`src/rtl/sreg_pkg.sv`:
```
// sreg_pkg: state encoding and counter sizing shared by the PISO transmitter files.
package sreg_pkg;

    localparam logic ST_IDLE  = 1'b0;
    localparam logic ST_SHIFT = 1'b1;

    function automatic int cnt_w(input int n);
        return (n > 2) ? $clog2(n) : 1;
    endfunction

endpackage

```
`src/rtl/sreg_piso_tx_if.sv`:
```
// sreg_piso_tx_if: word-side load handshake plus bit-serial output of the PISO transmitter.
interface sreg_piso_tx_if #(parameter int N = 8);

    logic [N-1:0] load_data;
    logic         load_valid;
    logic         load_ready;
    logic         shift_en;
    logic         sout;
    logic         sout_valid;
    logic         sout_last;
    logic         busy;

    modport master (
        output load_data, load_valid, shift_en,
        input  load_ready, sout, sout_valid, sout_last, busy
    );

    modport slave (
        input  load_data, load_valid, shift_en,
        output load_ready, sout, sout_valid, sout_last, busy
    );

endinterface

```
`src/rtl/sreg_hold_buf.sv`:
```
// sreg_hold_buf: one-entry holding register; load_ready comes straight from the full flag.
module sreg_hold_buf #(
    parameter int N = 8
) (
    input  logic         sys_clk,
    input  logic         sys_rst,
    input  logic [N-1:0] load_data,
    input  logic         load_valid,
    input  logic         take,
    output logic         load_ready,
    output logic         hold_full,
    output logic [N-1:0] hold
);

    // Accept only while empty, so accept and drain can never coincide.
    always_ff @(posedge sys_clk) begin
        if (sys_rst) begin
            hold_full <= 1'b0;
            hold      <= '0;
        end else if (load_valid && !hold_full) begin
            hold_full <= 1'b1;
            hold      <= load_data;
        end else if (take) begin
            hold_full <= 1'b0;
        end
    end

    assign load_ready = !hold_full;

endmodule

```
`src/rtl/sreg_piso_tx.sv`:
```
// sreg_piso_tx: parallel-in serial-out transmitter; streams held words back-to-back with no idle bit.
module sreg_piso_tx
    import sreg_pkg::*;
#(
    parameter int N         = 8,
    parameter bit MSB_FIRST = 1'b1
) (
    input  logic           sys_clk,
    input  logic           sys_rst,
    sreg_piso_tx_if.slave  bus
);

    localparam int             CW       = cnt_w(N);
    localparam logic [CW-1:0] CNT_MAX  = CW'(N - 1);
    localparam logic [CW-1:0] CNT_PENU = CW'(N - 2);

    logic          state;
    logic          hold_full;
    logic          last_q;
    logic          at_end;
    logic          take;
    logic [CW-1:0] cnt;
    logic [N-1:0]  sr;
    logic [N-1:0]  hold;
    logic [N-1:0]  shifted;

    sreg_hold_buf #(.N(N)) u_hold (
        .sys_clk    (sys_clk),
        .sys_rst    (sys_rst),
        .load_data  (bus.load_data),
        .load_valid (bus.load_valid),
        .take       (take),
        .load_ready (bus.load_ready),
        .hold_full  (hold_full),
        .hold       (hold)
    );

    assign at_end  = state == ST_SHIFT && bus.shift_en && cnt == CNT_MAX;
    assign take    = hold_full && (state == ST_IDLE || at_end);
    assign shifted = MSB_FIRST ? {sr[N-2:0], 1'b0} : {1'b0, sr[N-1:1]};

    // Returning to IDLE clears the shifter so sout reads 0 whenever it is not valid.
    always_ff @(posedge sys_clk) begin
        if (sys_rst) begin
            state  <= ST_IDLE;
            cnt    <= '0;
            sr     <= '0;
            last_q <= 1'b0;
        end else if (state == ST_IDLE) begin
            if (hold_full) begin
                state  <= ST_SHIFT;
                sr     <= hold;
                cnt    <= '0;
                last_q <= 1'b0;
            end
        end else if (bus.shift_en) begin
            if (cnt != CNT_MAX) begin
                sr     <= shifted;
                cnt    <= cnt + 1'b1;
                last_q <= cnt == CNT_PENU;
            end else if (hold_full) begin
                sr     <= hold;
                cnt    <= '0;
                last_q <= 1'b0;
            end else begin
                state  <= ST_IDLE;
                sr     <= '0;
                cnt    <= '0;
                last_q <= 1'b0;
            end
        end
    end

    assign bus.sout       = MSB_FIRST ? sr[N-1] : sr[0];
    assign bus.sout_valid = state == ST_SHIFT;
    assign bus.sout_last  = last_q;
    assign bus.busy       = state == ST_SHIFT || hold_full;

endmodule
```
`src/flat_wrapper.sv`:
```
// flat-port wrapper written by rule: the top's interface ports become plain ports
module sreg_piso_tx_flat import sreg_pkg::*;
#(
    parameter int N         = 8,
    parameter bit MSB_FIRST = 1'b1
)
  (sys_clk, sys_rst, bus_load_data, bus_load_valid, bus_shift_en, bus_load_ready, bus_sout, bus_sout_valid, bus_sout_last, bus_busy);
  sreg_piso_tx_if #(.N(N)) bus_i ();
  input  logic sys_clk;
  input  logic sys_rst;
  input wire logic [$bits(bus_i.load_data)-1:0] bus_load_data;
  input wire logic [$bits(bus_i.load_valid)-1:0] bus_load_valid;
  input wire logic [$bits(bus_i.shift_en)-1:0] bus_shift_en;
  output wire logic [$bits(bus_i.load_ready)-1:0] bus_load_ready;
  output wire logic [$bits(bus_i.sout)-1:0] bus_sout;
  output wire logic [$bits(bus_i.sout_valid)-1:0] bus_sout_valid;
  output wire logic [$bits(bus_i.sout_last)-1:0] bus_sout_last;
  output wire logic [$bits(bus_i.busy)-1:0] bus_busy;
  assign bus_i.load_data = bus_load_data;
  assign bus_i.load_valid = bus_load_valid;
  assign bus_i.shift_en = bus_shift_en;
  assign bus_load_ready = bus_i.load_ready;
  assign bus_sout = bus_i.sout;
  assign bus_sout_valid = bus_i.sout_valid;
  assign bus_sout_last = bus_i.sout_last;
  assign bus_busy = bus_i.busy;
  sreg_piso_tx #(.N(N), .MSB_FIRST(MSB_FIRST)) u_core (.sys_clk(sys_clk), .sys_rst(sys_rst), .bus(bus_i));
endmodule
```
`config.mk`:
```
export PLATFORM = sky130hd
export DESIGN_NAME = sreg_piso_tx_flat
export DESIGN_NICKNAME = d
export VERILOG_FILES = /design/src/rtl/sreg_pkg.sv /design/src/rtl/sreg_piso_tx_if.sv /design/src/rtl/sreg_hold_buf.sv /design/src/rtl/sreg_piso_tx.sv /design/src/flat_wrapper.sv
export SDC_FILE = /design/constraint.sdc
export NUM_CORES = 1
export LEC_CHECK = 0
export ABC_AREA = 1
export ABC_CLOCK_PERIOD_IN_PS = 1510
export CAP_MARGIN = 15
export CORE_ASPECT_RATIO = 1.5
export CORE_MARGIN = 2
export CORE_UTILIZATION = 35
export DETAILED_ROUTE_END_ITERATION = 10
export SLEW_MARGIN = 10
export SYNTH_ARGS = -nofsm -noshare
export SYNTH_HDL_FRONTEND = slang
export SYNTH_SLANG_ARGS = --single-unit
```
`constraint.sdc`:
```
create_clock -name sys_clk -period 1.51 [get_ports sys_clk]
set_input_delay 0.3775 -clock sys_clk [delete_from_list [all_inputs] [get_ports sys_clk]]
set_output_delay 0.3775 -clock sys_clk [all_outputs]
set_load 0.01 [all_outputs]
```
==> out/results.tsv <==
metric	value	unit
vias_per_cell	4.53	
avgSynthCellArea	7.34	sq um
cts.path.max_buffers	2	
ys_seq_area_share	44.8	%
drt_pre_antenna_iters	2	
postRouteAntennaNets	0	
clkTransAtPathRegs	0.08	ns
hp-class	reg2reg	
hpwlAfterDp	1.55	mm
p_switching	310	uW
synth_top_cell_by_area	dfxtp_1	
r2r_slack	0.16	ns
synth_cells	134	
p_int	1050	uW
finish.utilization	47.9	%
drc	0	
critPathKind	reg2out	
final_cell_mix	29 x nand2_1, 22 x dfxtp_1, 20 x nand3_1	
portBuffers	16	
rsz0062_at_grt	false	
path_max_fanout	3	
netlist_area	983	sq um
row_count	23	
dr_total_vias	874	
setup-tns-final	0	ns
hold_buffers	0	
final_common_cell	nand2_1	
grt_max_degree	14	
pre_cts_ws	-0.00839	ns
drv_cap	0	
htreeDepth	1	
power.clock.fraction	40.8	%
cp_data_required_time	1.13	ns
track_usage	15.6	%
ys_warn_count	0	
die_y	68.9	microns
cp.arrival	1.05	ns
synthTopCellsByArea	dfxtp_1 45%, nand2_1 11%, nand3_1 10%	
grt_pass1_vias	904	
peakVddDrop	0.891	mV
final-setup-viol-count	0	
p_comb_share	12.8	%
reg2reg_from	u_core.cnt[0]$_SDFFE_PP0P_	
layout_min_cycle_time	1.43	ns
die_area	3260	sq um
gp_congestion	0.728	
drtIter0Drc	10	
p_leak	0.000557	uW
r2r_cells	7	
hold_viol	0	
fin_crit_sh	94.5	%
synth.ff_latch_count	22	
nets	173	
grt_first_pass_wirelength	3.68	mm
cts_num_sinks	22	
synth_cell_types	16	
fin_area	1280	sq um
grt_antenna_before_repair	0	
die_x	47.3	microns
start_kind	register	
drt_wl_total	1.97	mm
cts_buffers	3	
worstMarginPinSlew	0.282	ns
drive_above_1_share	11.5	%
relSlewSlack	81.2	%
start_util	36.7	%
final_max_slew_viol_count	0	
core	2680	sq um
syn_to_final_growth	30.3	%
grt-ovfl-total	0	
post_drt_wl_per_cell	10.2	microns
critPathLaunch	u_core.bus.sout_valid$_SDFF_PP0_	
total_power	1360	uW
cts-root-buf	clkbuf_8	
status	finished clean	
cp-end-kind	output port	
syn_nets	150	
setup_slack	0.0830	ns
skew	0.00447	ns
pin_count	17	
netSwitchingFraction	22.9	%
p_seq_share	46.4	%
r2r-end	u_core.sr[1]$_SDFFE_PP0P_	
worstSetupEndpoint	bus_busy	
synth_top_area_share	44.8	%
postPlaceCellArea	1210	sq um
tritoncts	done	
diodes	0	
clkLatencyLatePin	0.27	ns
fmax	0.701	GHz
post_cts_buffers	0	
p_per_area	1060	nW/um^2
[cell usage after synthesis]
cell / instances
nand2_1: 30
o21ai_0: 10
buf_4: 1
a21oi_4: 1
ha_1: 4
a21oi_1: 14
nand2_2: 3
buf_6: 1
nor2_1: 18
dfxtp_1: 22
inv_1: 6
buf_2: 1
buf_1: 1
clkbuf_1: 1
nand3_1: 20
inv_2: 1
[flip-flops by register name, indices dropped and copies added, names as in the netlist]
register,flops
u_core.sr,8
u_core.u_hold.hold,8
u_core.cnt,3
u_core.bus.sout_last,1
u_core.bus.sout_valid,1
u_core.u_hold.hold_full,1
[area by class of cell]
| class | instances | area, sq um |
|---|---|---|
| clock inverters | 1 | 30.0 |
| inverters | 7 | 26.3 |
| clock buffers | 3 | 41.3 |
| fillers | 292 | 1400 |
| well taps | 37 | 46.3 |
| repair buffers | 23 | 206 |
| flip-flops and latches | 22 | 440 |
| multi-input cells | 100 | 490 |
[power by group through the flow]
stage | sequential, uW | combinational, uW | clock (uW)
after floorplan | 643 | 105 | 0
after global placement | 642 | 178 | 0
after detailed placement | 643 | 180 | 0
after CTS | 630 | 175 | 571
after global routing | 634 | 200 | 579
final | 629 | 173 | 554
[logic make-up after synthesis]
| kind of cell | share of synthesized area (%) |
|---|---|
| and+or+nand+nor | 30.4 |
| AOI/OAI and AO/OA | 13.9 |
| DFF | 44.8 |
| buffers and inverters | 5.85 |
| adders and majority gates | 5.09 |
[stage by stage]
step,hold WS [ns],cells
floorplan,0.442,134
global placement,0.462,189
detailed placement,0.470,189
CTS,0.486,193
global route,0.516,193
finish,0.475,193
[metal layers]
layer,vias up,wire length [microns],share of wire [%],track usage [%]
met1,376,875,44,17.7
met2,13,1010,52,26.9
met4,0,34,1.7,9.03
met5,-,0,0,0
met3,4,44,2.2,1.56
li1,481,-,-,-
[critical path, cell delays in order (launching register included)]
cell,delay [ns]
dfxtp_1,0.35
inv_1,0.07
nand2_1,0.08
dlygate4sd2_1,0.28
[repair_timing]
action | CTS | global route
resized for setup | 5 | 2
endpoints found under the setup margin | 5 | 2
hold endpoints to repair | 0 | 0
gates cloned | 0 | 0
[worst min path at each step]
stage                                  to                               start  cells after the start  slack [ns]
6_report        u_core.sr[0]$_SDFFE_PP0P_  u_core.u_hold.hold[0]$_SDFFE_PP0P_                      2        0.47
5_1_grt        u_core.cnt[0]$_SDFFE_PP0P_          u_core.cnt[0]$_SDFFE_PP0P_                      1        0.52
4_1_cts         u_core.sr[0]$_SDFFE_PP0P_  u_core.u_hold.hold[0]$_SDFFE_PP0P_                      2        0.49
3_5_place_dp   u_core.cnt[0]$_SDFFE_PP0P_          u_core.cnt[0]$_SDFFE_PP0P_                      1        0.47
3_3_place_gp   u_core.cnt[0]$_SDFFE_PP0P_          u_core.cnt[0]$_SDFFE_PP0P_                      1        0.46
2_1_floorplan   u_core.sr[0]$_SDFFE_PP0P_  u_core.u_hold.hold[0]$_SDFFE_PP0P_                      2        0.44
Power figures use the tool's default switching activity.
